$ cat config.mk
export PLATFORM = sky130hd
export DESIGN_NAME = cache_mem_arbiter
export DESIGN_NICKNAME = d
export VERILOG_FILES = /design/src/rtl/cache_mem_arbiter.sv
export SDC_FILE = /design/constraint.sdc
export NUM_CORES = 1
export LEC_CHECK = 0
export BUFFER_PORTS_ARGS = -buffer_cell sky130_fd_sc_hd__buf_4
export CAP_MARGIN = 5
export CORE_AREA = 2 2 200 202
export CTS_CLUSTER_DIAMETER = 60
export CTS_CLUSTER_SIZE = 40
export DETAILED_ROUTE_END_ITERATION = 7
export DIE_AREA = 0 0 202 204
export GPL_ROUTABILITY_DRIVEN = 0
export SLEW_MARGIN = 40
export SYNTH_ARGS = -nofsm -noshare
export SYNTH_HDL_FRONTEND = slang
export SYNTH_SLANG_ARGS = --single-unit
$ cat constraint.sdc
create_clock -name clk -period 2.3 [get_ports clk]
set_input_delay 0.23 -clock clk [delete_from_list [all_inputs] [get_ports clk]]
set_output_delay 0.23 -clock clk [all_outputs]
set_load 0.02 [all_outputs]
$ cat src/rtl/cache_mem_arbiter.sv
// Shares one memory refill/write-back port between icache (read) and dcache (read + write-back).
// Optional `ARB_RR_EN` swaps fixed dcache-priority read arbitration for round-robin.
module cache_mem_arbiter (
    input  logic         clk,
    input  logic         resetn,
    // icache read
    input  logic         i_rd_req,
    input  logic [2:0]   i_rd_type,
    input  logic [31:0]  i_rd_addr,
    output logic         i_rd_rdy,
    output logic         i_ret_valid,
    output logic         i_ret_last,
    // dcache read
    input  logic         d_rd_req,
    input  logic [2:0]   d_rd_type,
    input  logic [31:0]  d_rd_addr,
    output logic         d_rd_rdy,
    output logic         d_ret_valid,
    output logic         d_ret_last,
    output logic [31:0]  ret_data,
    // dcache write-back
    input  logic         d_wr_req,
    input  logic [2:0]   d_wr_type,
    input  logic [31:0]  d_wr_addr,
    input  logic [3:0]   d_wr_wstrb,
    input  logic [127:0] d_wr_data,
    output logic         d_wr_rdy,
    // bridge read
    output logic         mem_rd_req,
    output logic [2:0]   mem_rd_type,
    output logic [31:0]  mem_rd_addr,
    input  logic         mem_rd_rdy,
    input  logic         mem_ret_valid,
    input  logic         mem_ret_last,
    input  logic [31:0]  mem_ret_data,
    // bridge write
    output logic         mem_wr_req,
    output logic [2:0]   mem_wr_type,
    output logic [31:0]  mem_wr_addr,
    output logic [3:0]   mem_wr_wstrb,
    output logic [127:0] mem_wr_data,
    input  logic         mem_wr_rdy,
    input  logic         mem_wr_done
);

    typedef enum logic [2:0] {
        R_IDLE = 3'b001,
        R_REQ  = 3'b010,
        R_RESP = 3'b100
    } rd_state_t;

    typedef enum logic [2:0] {
        W_IDLE = 3'b001,
        W_REQ  = 3'b010,
        W_WAIT = 3'b100
    } wr_state_t;

    rd_state_t      r_rd_state;
    wr_state_t      r_wr_state;

    logic [31:0]    r_rd_addr;
    logic [2:0]     r_rd_type;
    logic           r_owner;        // 0 = icache, 1 = dcache

    logic [31:0]    r_wr_addr;
    logic [2:0]     r_wr_type;
    logic [3:0]     r_wr_wstrb;
    logic [127:0]   r_wr_data;

    logic           w_rd_idle;
    logic           w_wr_idle;
    logic           w_wr_accept;
    logic           w_wr_pending;
    logic           w_i_hazard;
    logic           w_d_hazard;
    logic           w_i_elig;
    logic           w_d_elig;
    logic           w_grant_i;
    logic           w_grant_d;
    logic           w_in_resp;

    assign w_rd_idle    = (r_rd_state == R_IDLE);
    assign w_wr_idle    = (r_wr_state == W_IDLE);
    assign w_wr_accept  = w_wr_idle & d_wr_req;
    assign w_wr_pending = ~w_wr_idle;
    assign w_in_resp    = (r_rd_state == R_RESP);

    // A read of a line that is buffered or being accepted for write-back would fetch stale memory.
    assign w_i_hazard = (w_wr_pending & (i_rd_addr[31:4] == r_wr_addr[31:4])) |
                        (w_wr_accept  & (i_rd_addr[31:4] == d_wr_addr[31:4]));
    assign w_d_hazard = (w_wr_pending & (d_rd_addr[31:4] == r_wr_addr[31:4])) |
                        (w_wr_accept  & (d_rd_addr[31:4] == d_wr_addr[31:4]));

    assign w_i_elig = i_rd_req & ~w_i_hazard;
    assign w_d_elig = d_rd_req & ~w_d_hazard;

`ifdef ARB_RR_EN
    logic r_last_grant;             // 1 = dcache won most recently

    always_comb begin
        w_grant_i = 1'b0;
        w_grant_d = 1'b0;
        if (w_i_elig && w_d_elig) begin
            w_grant_d = ~r_last_grant;
            w_grant_i = r_last_grant;
        end else begin
            w_grant_i = w_i_elig;
            w_grant_d = w_d_elig;
        end
    end

    always_ff @(posedge clk or negedge resetn) begin
        if (!resetn) begin
            r_last_grant <= 1'b1;
        end else if (w_rd_idle && (w_grant_i || w_grant_d)) begin
            r_last_grant <= w_grant_d;
        end
    end
`else
    always_comb begin
        w_grant_d = w_d_elig;
        w_grant_i = w_i_elig & ~w_d_elig;
    end
`endif

    // Qualified with resetn so no handshake leaks out while reset is held.
    assign i_rd_rdy = resetn & w_rd_idle & w_grant_i;
    assign d_rd_rdy = resetn & w_rd_idle & w_grant_d;
    assign d_wr_rdy = w_wr_idle;

    always_ff @(posedge clk or negedge resetn) begin
        if (!resetn) begin
            r_rd_state <= R_IDLE;
            r_rd_addr  <= 32'd0;
            r_rd_type  <= 3'd0;
            r_owner    <= 1'b0;
        end else begin
            unique case (r_rd_state)
                R_IDLE: begin
                    if (w_grant_d) begin
                        r_rd_addr  <= d_rd_addr;
                        r_rd_type  <= d_rd_type;
                        r_owner    <= 1'b1;
                        r_rd_state <= R_REQ;
                    end else if (w_grant_i) begin
                        r_rd_addr  <= i_rd_addr;
                        r_rd_type  <= i_rd_type;
                        r_owner    <= 1'b0;
                        r_rd_state <= R_REQ;
                    end
                end
                R_REQ: begin
                    if (mem_rd_rdy) begin
                        r_rd_state <= R_RESP;
                    end
                end
                R_RESP: begin
                    if (mem_ret_valid && mem_ret_last) begin
                        r_rd_state <= R_IDLE;
                    end
                end
                default: r_rd_state <= R_IDLE;
            endcase
        end
    end

    always_ff @(posedge clk or negedge resetn) begin
        if (!resetn) begin
            r_wr_state <= W_IDLE;
            r_wr_addr  <= 32'd0;
            r_wr_type  <= 3'd0;
            r_wr_wstrb <= 4'd0;
            r_wr_data  <= 128'd0;
        end else begin
            unique case (r_wr_state)
                W_IDLE: begin
                    if (d_wr_req) begin
                        r_wr_addr  <= d_wr_addr;
                        r_wr_type  <= d_wr_type;
                        r_wr_wstrb <= d_wr_wstrb;
                        r_wr_data  <= d_wr_data;
                        r_wr_state <= W_REQ;
                    end
                end
                W_REQ: begin
                    if (mem_wr_rdy) begin
                        r_wr_state <= W_WAIT;
                    end
                end
                W_WAIT: begin
                    if (mem_wr_done) begin
                        r_wr_state <= W_IDLE;
                    end
                end
                default: r_wr_state <= W_IDLE;
            endcase
        end
    end

    assign mem_rd_req   = (r_rd_state == R_REQ);
    assign mem_rd_addr  = r_rd_addr;
    assign mem_rd_type  = r_rd_type;

    assign mem_wr_req   = (r_wr_state == W_REQ);
    assign mem_wr_addr  = r_wr_addr;
    assign mem_wr_type  = r_wr_type;
    assign mem_wr_wstrb = r_wr_wstrb;
    assign mem_wr_data  = r_wr_data;

    // Beats outside R_RESP are dropped; inside, they are steered by the latched owner.
    assign i_ret_valid  = w_in_resp & mem_ret_valid & ~r_owner;
    assign d_ret_valid  = w_in_resp & mem_ret_valid &  r_owner;
    assign i_ret_last   = w_in_resp & mem_ret_valid & mem_ret_last & ~r_owner;
    assign d_ret_last   = w_in_resp & mem_ret_valid & mem_ret_last &  r_owner;
    assign ret_data     = mem_ret_data;

endmodule

Yosys cells after proc, flatten, opt, wreduce, memory -nomap -nowiden

Index checks and enable logic that the tools add are counted.

Bits in read-only memories: 0
Memories kept: 0
Latch bits: 0
Logic and storage cells: 70
Flip-flop bits (word level): 209
RAM bits: 0
Output and inout port bits: 243

$add $sub $neg: 0
Bitwise logic cells: 24
Mux-type cells: 15
Shifts and indexed selects: 0
$mul: 0
Reduce and logical (&&, ||, !) cells: 6
Equality and inequality tests: 16
Div/mod/pow operators: 0
Magnitude comparators: 0

Operator list:

| cell                 | count |
|---|---|
| $eq A28 B28 Y1       | 4 |
| $mux W32             | 2 |
| $mux W3              | 9 |
| $pmux W3 S3          | 2 |
| $and A1 B1 Y1        | 17 |
| $eq A3 B1 Y1 const B | 2 |
| $eq A3 B2 Y1 const B | 2 |
| $eq A3 B3 Y1 const B | 2 |
| $ne A2 B1 Y1 const B | 3 |
| $reduce_and A3 Y1    | 2 |
| $not A1 Y1           | 5 |
| $ne A2 B2 Y1 const B | 2 |
| $reduce_and A2 Y1    | 2 |
| $ne A3 B1 Y1 const B | 1 |
| $mux W1              | 2 |
| $or A1 B1 Y1         | 2 |
| $reduce_bool A2 Y1   | 1 |
| $logic_and A1 B1 Y1  | 1 |

Depth between registers and ports, before layout

Gate-level depths: netlist (run 1).

Word-level depth: 11
Gate-level depth with buffers: 9
Mapped depth without buffers: 7

Least setup slack after synthesis (run 1)

OpenSTA, ideal clock, no wires.

Path kind: register to output
Start: reg r_wr_state[0]
End: out i_rd_rdy
Cell stages (with the launch flop): 8
Arrival: 2344 ps
Setup slack: -274 ps
Path buffers: 1
Cells stage by stage: dfstp_2 -> nor3b_4 -> and2_1 -> buf_2 -> nand4_1 -> o21ai_1 -> nor2_1 -> nor4_1

Word-level cells in the longest chain between the ends: 9

RTL lines:

| what                                        | RTL line | RTL |
|---|---|---|
| start, declared                             | 59       | `wr_state_t r_wr_state;` |
| start signal, assigned                      | 169      | `r_wr_state <= W_IDLE;` |
| start signal, assigned                      | 182      | `r_wr_state <= W_REQ;` |
| start signal, assigned                      | 187      | `r_wr_state <= W_WAIT;` |
| $eq A3 B1 Y1 (*)                            | 83       | `assign w_wr_idle = (r_wr_state == W_IDLE);` |
| via d_wr_rdy                                | 27       | `output logic d_wr_rdy,` |
| $and A1 B1 Y1 or $not A1 Y1 (tied branches) | 84, 85   |  |
| $and A1 B1 Y1, on equally long branches     | 92, 91   |  |
| $or A1 B1 Y1                                | 91       | `assign w_d_hazard = (w_wr_pending & (d_rd_addr[31:4] == r_wr_addr[31:4])) \|` |
| $not A1 Y1                                  | 95       | `assign w_d_elig = d_rd_req & ~w_d_hazard;` |
| $and A1 B1 Y1                               | 95       |  |
| $not A1 Y1                                  | 122      | `w_grant_i = w_i_elig & ~w_d_elig;` |
| $and A1 B1 Y1 (*)                           | 122      |  |
| $and A1 B1 Y1 (*)                           | 127      | `assign i_rd_rdy = resetn & w_rd_idle & w_grant_i;` |
| end, declared                               | 10       | `output logic i_rd_rdy,` |

Mark *: on every way through the listed nets, which the timed path passes. The rest lies on a longest branch.

Final worst setup path (run 1)

Start: reg r_wr_addr[30], in the netlist mem_wr_addr[30]
End: out i_rd_rdy

Word-level cells in the longest chain between the ends: 8

RTL lines:

| what                   | RTL line | RTL |
|---|---|---|
| start, declared        | 65       | `logic [31:0] r_wr_addr;` |
| start signal, assigned | 178      | `r_wr_addr <= d_wr_addr;` |
| $eq A28 B28 Y1         | 91       |  |
| $and A1 B1 Y1          | 91       |  |
| $or A1 B1 Y1           | 91       |  |
| $not A1 Y1             | 95       |  |
| $and A1 B1 Y1          | 95       |  |
| $not A1 Y1             | 122      |  |
| $and A1 B1 Y1 (*)      | 122      |  |
| $and A1 B1 Y1 (*)      | 127      |  |

Mark *: on every way between the ends. The rest lies on a longest branch, timed or not.

==> metrics.csv, run 1 <==
metric,value,unit
pre-CTS setup slack,-42.9,ps
Post-Syn Instances,1058,
CORE AREA,39200,sq um
post-synthesis sequential area ratio,0.543,
initial antenna violation count,1,
P_leak,8.82,nW
minimum clock period,2680,ps
# port buffers,457,
Max Fanout on Critical Path,3,
Wirelength per Cell,18.0,um
Synth Warn #,0,
maximum vdd drop,729,uV
RSZ-0062 raised after global routing,true,
Final Worst Setup Slack,-376,ps
relative max-transition margin,0.560,
drt first pass iters,5,
Final period util,1.16,
Post-Route WL,40500,um
CP Depth,8,
"Setup violations, final",27,
Most used DFF post-synth,dfrtp_1,
number of global-route vias before repair,10500,
"Area growth, synth to finish",74.1,%
Initial Util,0.246,
Final HPWL DP,28000,um
vias after detailed routing,9930,
Root Buffer,clkbuf_16,
H-tree lvl count,1,
total track usage,0.189,
crit end category,output port,
met2 wire length,20300,um
PwrDens,1280,nW/um^2
Clock Path Buffers,3,
Mean Syn Cell Area,9.11,sq um
Crit path max-delay family,simple AND/OR/NAND/NOR gates,
asr flop ratio synth,1.00,
DR vias/cell,4.42,
crit start category,register,
worst endpoint required time,2070,ps
antenna cells,0,
max frequency,374,MHz
path depth of the worst reg2reg path,11,
dpl cells,1999,
die footprint,41200,sq um
Buf/Inv on CP,3,
max-slew violation count,0,
number of flops mapped to enable cells by yosys,0,
most numerous cell in the Yosys netlist,nand2_1,
CTS buffer count,23,
die height,204,um
flop2flop setup slack,-30,ps
clk sinks,209,
row cnt,73,
CP cell instances,xor2_1 > nor4_1 > nand4_1 > o21ai_1 > buf_4 > buf_4 > nor4_4 > buf_4,
Final ANT Viol Nets,0,
MaxCap Viol Count,0,
failing checks,negative setup slack,
clk_lat worst skew,540,ps
IO Pins,522,
wl on met1,15300,um
syn_nets,1337,
Chip Width,202,um
cell mode on critical path,buf_4,
CP arrival,2450,ps
CTS clock-pin slew for the worst setup and hold paths,70,ps
worst setup path category,register to output port,
Post-synth top cells,"nand2_1 (507), dfrtp_1 (207), xor2_1 (85)",
Final Util,0.428,
TNS Setup,-921,ps
CTS tree,yes,
grt total ovfl,0,
Worst R2R Start,mem_wr_addr[17]$_DFFE_PN0P_,
DR iter-0 viols,539,
global-route wire length before repair,60900,um
Min-Delay Path Class,input pin to register,
drt drc,0,
Pwr Total,21.5,mW
share of layout cells above drive strength 1,0.343,
metal3 WL,3470,um
fin cells,2249,
max incr delay on CP,440,ps
worst-margin pin slew,660,ps
cell taking the most area after synthesis,dfrtp_1,
largest net degree at the start of global routing,106,
number of synthesized register bits,209,
outcome,"finished, violations left",
Final Net Count,1986,
Synth area leaders,"dfrtp_1 (54%), nand2_1 (20%), xor2_1 (7.7%)",
R2R Path End,mem_rd_addr[2]$_DFFE_PN0P_,
Worst Setup EP,i_rd_rdy,
area fraction of the dominant cell type after synthesis,0.537,
synthesized area,9640,sq um
final hold vios,0,
Final Skew,14.4,ps
Worst Setup SP,mem_wr_addr[30]$_DFFE_PN0P_,
Top Layer Used,met5,
Yosys cell types,33,
CP max stage cell,dfrtp_2,
-- tightest hold or removal path, delay by kind of cell --
kind            cells  cell delay (ps)
buf+inv             1              110
compound gates      2              190
-- cell type report --
cell class	count	area (sq um)
Tap cell	525	657
Timing Repair Buffer	702	5950
Sequential cell	209	5240
Fill cell	3699	22400
Clock inverter	17	211
Multi-Input combinational cell	771	4140
Clock buffer	25	593
-- cells by family after synthesis --
logic type	after synthesis	synth area share
xor gates and xnor gates	112	0.102
and+or+nand+nor	574	0.240
buffers and inverters	78	0.0461
DFF	209	0.543
AOI/OAI and AO/OA	85	0.0696
-- per-stage QoR --
step	hold WS, ps	instance area, sq um
finish	33.4	16800
CTS	2.35	16700
detailed placement	360	13800
floorplan	-65.6	9670
global placement	374	13800
global route	20.8	16800
-- cells in the final DEF, fill, tap and decap left out, types with 4 or more instances in the layout --
master         synthesis  routed
buf_4                 32     494
clkinv_8               0       4
nor2_1                10       8
clkbuf_16              0      24
a21o_1                35      35
xnor2_1               27      20
inv_6                  0       5
xor2_1                85      82
dfrtp_2                0       6
nand4_1               11      11
buf_6                  3       4
nand2_1              507     506
dfrtp_1              207     201
xnor2_2                0       7
dlygate4sd3_1          0     189
a21oi_1                5       5
a22o_1                35      35
nor4_1                23      19
buf_12                 0      13
-- where the power goes --
group	leakage, nW	switching (mW)	internal [mW]	total [mW]
Sequential	2.59	1.30	5.45	6.75
Combinational	5.84	6.16	4.69	10.8
Clock	0.394	1.82	2.10	3.92
-- state kept, by name, summed over array words and instances (netlist names) --
register and cells:
mem_rd_addr 32, mem_rd_type 3, r_owner 1, mem_wr_type 3
mem_wr_addr 32, r_wr_state 3, mem_wr_wstrb 4, mem_wr_data 128
r_rd_state 3
-- repair_timing --
action,4_1_cts,5_1_grt
endpoints found under the setup margin,38,38
pin swaps,15,9
buffers inserted,14,3
hold endpoints to repair,389,0
gates resized for setup,21,11
hold buffers,189,0
gates cloned,0,2
-- routing by layer --
metal	up-vias	track usage
li1	4658	-
met1	4725	0.219
met2	470	0.335
met4	2	0.0688
met3	75	0.0491
met5	-	0
-- worst min-delay path by stage --
stage                  start                           to  slack (ps)  depth (start not counted)
2_1_floorplan         resetn   mem_rd_addr[0]$_DFFE_PN0P_         -70                          0
3_3_place_gp          resetn  mem_wr_addr[31]$_DFFE_PN0P_         370                          2
3_5_place_dp          resetn  mem_rd_addr[16]$_DFFE_PN0P_         360                          2
4_1_cts        i_rd_addr[30]  mem_rd_addr[30]$_DFFE_PN0P_           2                          3
5_1_grt        i_rd_addr[27]  mem_rd_addr[27]$_DFFE_PN0P_          20                          3
6_report       i_rd_addr[27]  mem_rd_addr[27]$_DFFE_PN0P_          30                          3
Power figures use the tool's default switching activity.
==> run 2, diff against run 1 <==
- ABC_AREA: not set -> 1
==> metrics.csv, run 2 <==
metric,value,unit,change
IO Pins,522,,unchanged
fin area,17300,sq um,was 16800 sq um
drt drc,0,,unchanged
placed inst area,14100,sq um,was 13800 sq um
Final Worst Setup Slack,-121,ps,was -376 ps
CP max stage cell,dfstp_2,,was dfrtp_2
minimum clock period,2420,ps,was 2680 ps
"commonest non-fill, non-tap cell in the layout",buf_4,,was nand2_1
largest net degree at the start of global routing,132,,was 106
die footprint,41200,sq um,unchanged
dpl cells,1953,,was 1999
CTS tree,yes,,unchanged
Mean Syn Cell Area,9.98,sq um,was 9.11 sq um
MaxCap Viol Count,0,,unchanged
Final Net Count,1948,,was 1986
syn_nets,1307,,was 1337
most numerous cell in the Yosys netlist,nand2_1,,unchanged
total track usage,0.191,,was 0.189
clk_lat worst skew,550,ps,was 540 ps
worst setup path category,register to output port,,unchanged
clk sinks,209,,unchanged
max reg flops,128,,unchanged
number of synthesized register bits,209,,unchanged
number of global-route vias before repair,10400,,was 10500
Most used DFF post-synth,dfrtp_1,,unchanged
global-route wire length before repair,60600,um,was 60900 um
Yosys cell types,31,,was 33
cell taking the most area after synthesis,dfrtp_1,,unchanged
fin cells,2215,,was 2249
worst endpoint required time,2070,ps,about the same
Wirelength per Cell,18.3,um,was 18.0 um
# port buffers,457,,unchanged
share of layout cells above drive strength 1,0.433,,was 0.343
Crit path max-delay family,simple AND/OR/NAND/NOR gates,,unchanged
Root Buffer,clkbuf_16,,unchanged
Final Skew,20.4,ps,was 14.4 ps
grt total ovfl,0,,unchanged
asr flop ratio synth,1.00,,unchanged
Clock Path Buffers,3,,unchanged
most frequent cells in the layout,"buf_4 (481), nand2_1 (299), dfrtp_1 (202)",,"was nand2_1 (506), buf_4 (494), dfrtp_1 (201)"
Post-Syn Instances,1028,,was 1058
CP arrival,2190,ps,was 2450 ps
number of flops mapped to enable cells by yosys,0,,unchanged
post-synthesis sequential area ratio,0.510,,was 0.543
Final period util,1.05,,was 1.16
row cnt,73,,unchanged
CP cell instances,nand3_4 > inv_4 > nand2_8 > nor2_4 > nand2_2 > nor2_2 > nand2_2 > nand3_4 > inv_4 > nor3_4 > buf_6,,was xor2_1 > nor4_1 > nand4_1 > o21ai_1 > buf_4 > buf_4 > nor4_4 > buf_4
max frequency,413,MHz,was 374 MHz
crit end category,output port,,unchanged
P_leak,8.44,nW,was 8.82 nW
max-slew violation count,0,,unchanged
synthesized area,10300,sq um,was 9640 sq um
Max Fanout on Critical Path,4,,was 3
failing checks,negative setup slack,,unchanged
Final ANT Viol Nets,0,,unchanged
CTS buffer count,25,,was 23
Chip Width,202,um,unchanged
Post-Route WL,40500,um,about the same
PwrDens,1290,nW/um^2,was 1280 nW/um^2
Pwr Total,22.3,mW,was 21.5 mW
CTS clock-pin slew for the worst setup and hold paths,70,ps,about the same
Min-Delay Path Class,input pin to register,,unchanged
worst-margin pin slew,835,ps,was 660 ps
Synth area leaders,"dfrtp_1 (50%), mux2_2 (17%), nand2_1 (11%)",,"was dfrtp_1 (54%), nand2_1 (20%), xor2_1 (7.7%)"
H-tree lvl count,1,,unchanged
CORE AREA,39200,sq um,unchanged
area fraction of the dominant cell type after synthesis,0.505,,was 0.537
vias after detailed routing,9619,,was 9930
max incr delay on CP,560,ps,was 440 ps
"Area growth, synth to finish",68.3,%,was 74.1%
Post-synth top cells,"nand2_1 (301), dfrtp_1 (207), mux2_2 (151)",,"was nand2_1 (507), dfrtp_1 (207), xor2_1 (85)"
"Setup violations, final",2,,was 27
Final HPWL DP,28700,um,was 28000 um
DR vias/cell,4.34,,was 4.42
crit start category,register,,unchanged
RSZ-0062 raised after global routing,true,,unchanged
initial antenna violation count,5,,was 1
Buf/Inv on CP,3,,unchanged
die height,204,um,unchanged
Initial Util,0.262,,was 0.246
final hold vios,0,,unchanged
maximum vdd drop,882,uV,was 729 uV
drt first pass iters,4,,was 5
relative max-transition margin,0.443,,was 0.560
Synth Warn #,0,,unchanged
outcome,"finished, violations left",,unchanged
DR iter-0 viols,377,,was 539
[run 2: changes by cell type after synthesis, moves of 24 or more]
| cell | delta |
|---|---|
| a21o_1 | -35 |
| a22o_1 | -35 |
| clkbuf_1 | -24 |
| inv_1 | +48 |
| mux2_2 | +151 |
| nand2_1 | -206 |
| nand4_1 | +27 |
| nor2_1 | +59 |
| xnor2_1 | +43 |
| xor2_1 | -67 |
[run 2: path summary, 6_finish.rpt]
| check | start | to | slack (ps) | depth (start not counted) |
|---|---|---|---|---|
| min reg2reg | mem_rd_addr[10]$_DFFE_PN0P_ | mem_rd_addr[10]$_DFFE_PN0P_ | 490 | 2 |
| max in group asynchronous | resetn | mem_rd_addr[10]$_DFFE_PN0P_ | 1200 | 4 |
| max | r_wr_state[0]$_DFFE_PN1P_ | i_rd_rdy | -120 | 11 |
| max reg2reg | r_wr_state[0]$_DFFE_PN1P_ | mem_rd_addr[6]$_DFFE_PN0P_ | 210 | 13 |
| min | i_rd_addr[5] | mem_rd_addr[5]$_DFFE_PN0P_ | 30 | 5 |
| min in group asynchronous | resetn | mem_rd_addr[2]$_DFFE_PN0P_ | 110 | 2 |
[run 2: kinds of logic after synthesis]
logic type | share of synthesized area
buf+inv | 0.0635
flops | 0.510
mux | 0.166
xor+xnor | 0.0751
compound gates | 0.0121
simple gates | 0.174
[run 2: area by class of cell]
| class | instances | area [sq um] |
|---|---|---|
| fillers | 3638 | 21900 |
| repair buffers | 686 | 5750 |
| flip-flops and latches | 209 | 5240 |
| multi-input cells | 693 | 4540 |
| clock buffers | 28 | 657 |
| well taps | 525 | 657 |
| clock inverters | 17 | 215 |
| inverters | 54 | 208 |
| diodes | 3 | 7.51 |
[run 2: per-stage QoR]
stage / hold slack [ps] / util / setup WS (ps) / setup TNS [ps]
after floorplan: -65.6 / - / 15.0 / 0
after global placement: 50.1 / 0.360 / 161 / 0
after detailed placement: 51.2 / 0.360 / 123 / 0
after CTS: 1.16 / 0.437 / -157 / -284
after global routing: 42.0 / 0.441 / -267 / -455
final: 28.0 / 0.441 / -121 / -214
[run 2: repair_timing]
action                                 4_1_cts  5_1_grt
setup endpoints to repair                    2       11
buffers inserted                             9        9
hold buffers                               195        0
pin swaps                                    6        8
endpoints found under the hold margin      400        0
resized for setup                           22       15
[run 2: tightest hold or removal path: cells and delay by family]
| kind | cells | cell delay (ps) |
|---|---|---|
| simple gates | 4 | 200 |
| buf+inv | 1 | 110 |
[run 2: per-layer routing]
layer,vias to the layer above,GRT usage,share of wire
met5,-,0,0.00052
met2,384,0.333,0.49
met1,4557,0.218,0.38
li1,4554,-,-
met4,4,0.0914,0.052
met3,120,0.0505,0.069
[run 2: power breakdown]
group | internal (mW) | switching [mW]
sequential | 5.57 | 1.26
combinational | 5.29 | 5.95
clock | 2.37 | 1.84
==> run 3, diff against run 2 <==
- MAX_ROUTING_LAYER: not set -> met4
==> metrics.csv, run 3 (same netlist as run 2, synthesis figures left out) <==
metric,value,unit,change
outcome,"finished, violations left",,unchanged
failing checks,negative setup slack,,unchanged
CORE AREA,39200,sq um,unchanged
die height,204,um,unchanged
Chip Width,202,um,unchanged
most frequent cells in the layout,"buf_4 (483), nand2_1 (299), dfrtp_1 (202)",,"was buf_4 (481), nand2_1 (299), dfrtp_1 (202)"
Final HPWL DP,28700,um,unchanged
PwrDens,1290,nW/um^2,about the same
"Area growth, synth to finish",68.4,%,was 68.3%
maximum vdd drop,885,uV,was 882 uV
MaxCap Viol Count,0,,unchanged
global-route wire length before repair,60600,um,about the same
Wirelength per Cell,18.2,um,was 18.3 um
initial antenna violation count,5,,unchanged
vias after detailed routing,9643,,was 9619
Initial Util,0.262,,unchanged
worst endpoint required time,2070,ps,about the same
drt drc,0,,unchanged
multi-input logic area,4540,sq um,about the same
share of layout cells above drive strength 1,0.433,,about the same
total track usage,0.197,,was 0.191
Worst Setup SP,r_wr_state[0]$_DFFE_PN1P_,,unchanged
Final Util,0.441,,about the same
CP arrival,2180,ps,was 2190 ps
Final Worst Setup Slack,-112,ps,was -121 ps
drt first pass iters,5,,was 4
# port buffers,457,,unchanged
DR iter-0 viols,371,,was 377
number of global-route vias before repair,10400,,about the same
"Setup violations, final",2,,unchanged
relative max-transition margin,0.455,,was 0.443
Clock Path Buffers,3,,unchanged
worst-margin pin slew,818,ps,was 835 ps
die footprint,41200,sq um,unchanged
crit start category,register,,unchanged
CTS clock-pin slew for the worst setup and hold paths,70,ps,about the same
max frequency,415,MHz,was 413 MHz
minimum clock period,2410,ps,was 2420 ps
IO Pins,522,,unchanged
final-layout fill cell count,3637,,was 3638
row cnt,73,,unchanged
Root Buffer,clkbuf_16,,unchanged
max reg flops,128,,unchanged
RSZ-0062 raised after global routing,true,,unchanged
Final ANT Viol Nets,0,,unchanged
worst setup path category,register to output port,,unchanged
Reg area,5240,sq um,unchanged
hold slack,28.6,ps,was 28.0 ps
P_leak,8.45,nW,was 8.44 nW
Min-Delay Path Class,input pin to register,,unchanged
Max Fanout on Critical Path,4,,unchanged
final hold vios,0,,unchanged
Final Skew,17.5,ps,was 20.4 ps
TNS Setup,-189,ps,was -214 ps
crit end category,output port,,unchanged
clk_lat worst skew,540,ps,was 550 ps
clk sinks,209,,unchanged
max-slew violation count,0,,unchanged
Post-Route WL,40400,um,was 40500 um
"commonest non-fill, non-tap cell in the layout",buf_4,,unchanged
CTS buffer count,25,,unchanged
grt total ovfl,0,,unchanged
Final period util,1.05,,about the same
DR vias/cell,4.35,,was 4.34
CTS tree,yes,,unchanged
Worst R2R Start,r_wr_state[0]$_DFFE_PN1P_,,unchanged
H-tree lvl count,1,,unchanged
Hold Crit Start,i_rd_addr[5],,unchanged
Final Net Count,1950,,was 1948
largest net degree at the start of global routing,132,,unchanged
## run 3: cell count changes in the layout (fill, tap and decap cells not counted)
cell,previous run,this run
nor2_1,62,63
diode_2,3,5
buf_4,481,483
nor2_2,5,4
## run 3: what timing repair did
action,4_1_cts,5_1_grt
hold endpoints to repair,400,0
buffers inserted,9,11
hold buffers,195,0
gates resized for setup,22,14
gates cloned,0,0
setup endpoints to repair,2,11
pin swaps,6,9
## run 3: worst max-delay path, cell delays in order, from the launching register on
cell and delay [ps]:
dfstp_2 560, nand3_4 90, inv_4 90, nand2_8 50
nor2_4 80, nand2_2 60, nor2_2 120, nand2_2 80
nand3_4 100, inv_4 50, nor3_4 210, buf_6 150
## run 3: per-stage QoR
| step | total power [mW] | cells | setup slack [ps] | cell area, sq um |
|---|---|---|---|---|
| 2_1_floorplan | 12.6 | 1028 | 15.0 | 10300 |
| 3_3_place_gp | 17.3 | 1953 | 161 | 14100 |
| 3_5_place_dp | 17.4 | 1953 | 123 | 14100 |
| 4_1_cts | 22.2 | 2202 | -157 | 17100 |
| 5_1_grt | 23.5 | 2219 | -267 | 17300 |
| 6_report | 22.3 | 2219 | -112 | 17300 |
## run 3: area by class of cell
type	instances	area share
well taps	525	0.0380
flip-flops and latches	209	0.303
clock inverters	17	0.0124
clock buffers	28	0.0380
diodes	5	0.000724
inverters	54	0.0120
multi-input cells	693	0.262
repair buffers	688	0.333
## run 3: worst paths after layout
check	end	slack (ps)	cells past startpoint
max	i_rd_rdy	-110	11
max reg2reg	mem_rd_addr[6]$_DFFE_PN0P_	210	14
max in group asynchronous	mem_rd_addr[10]$_DFFE_PN0P_	1220	4
min	mem_rd_addr[5]$_DFFE_PN0P_	30	5
min reg2reg	mem_rd_type[1]$_DFFE_PN0P_	480	2
min in group asynchronous	mem_rd_addr[2]$_DFFE_PN0P_	110	2
## run 3: metal layers
metal  vias up  share of wire  GRT usage
met5         -              0          -
met4         0          0.051     0.0911
met3       114          0.067     0.0462
met2       390           0.50      0.333
met1      4573           0.39      0.221
li1       4566              -          -
## run 3: where the power goes
part / switching, mW / internal [mW] / total (mW)
clock: 1.83 / 2.37 / 4.21
sequential: 1.26 / 5.57 / 6.83
combinational: 5.95 / 5.29 / 11.2
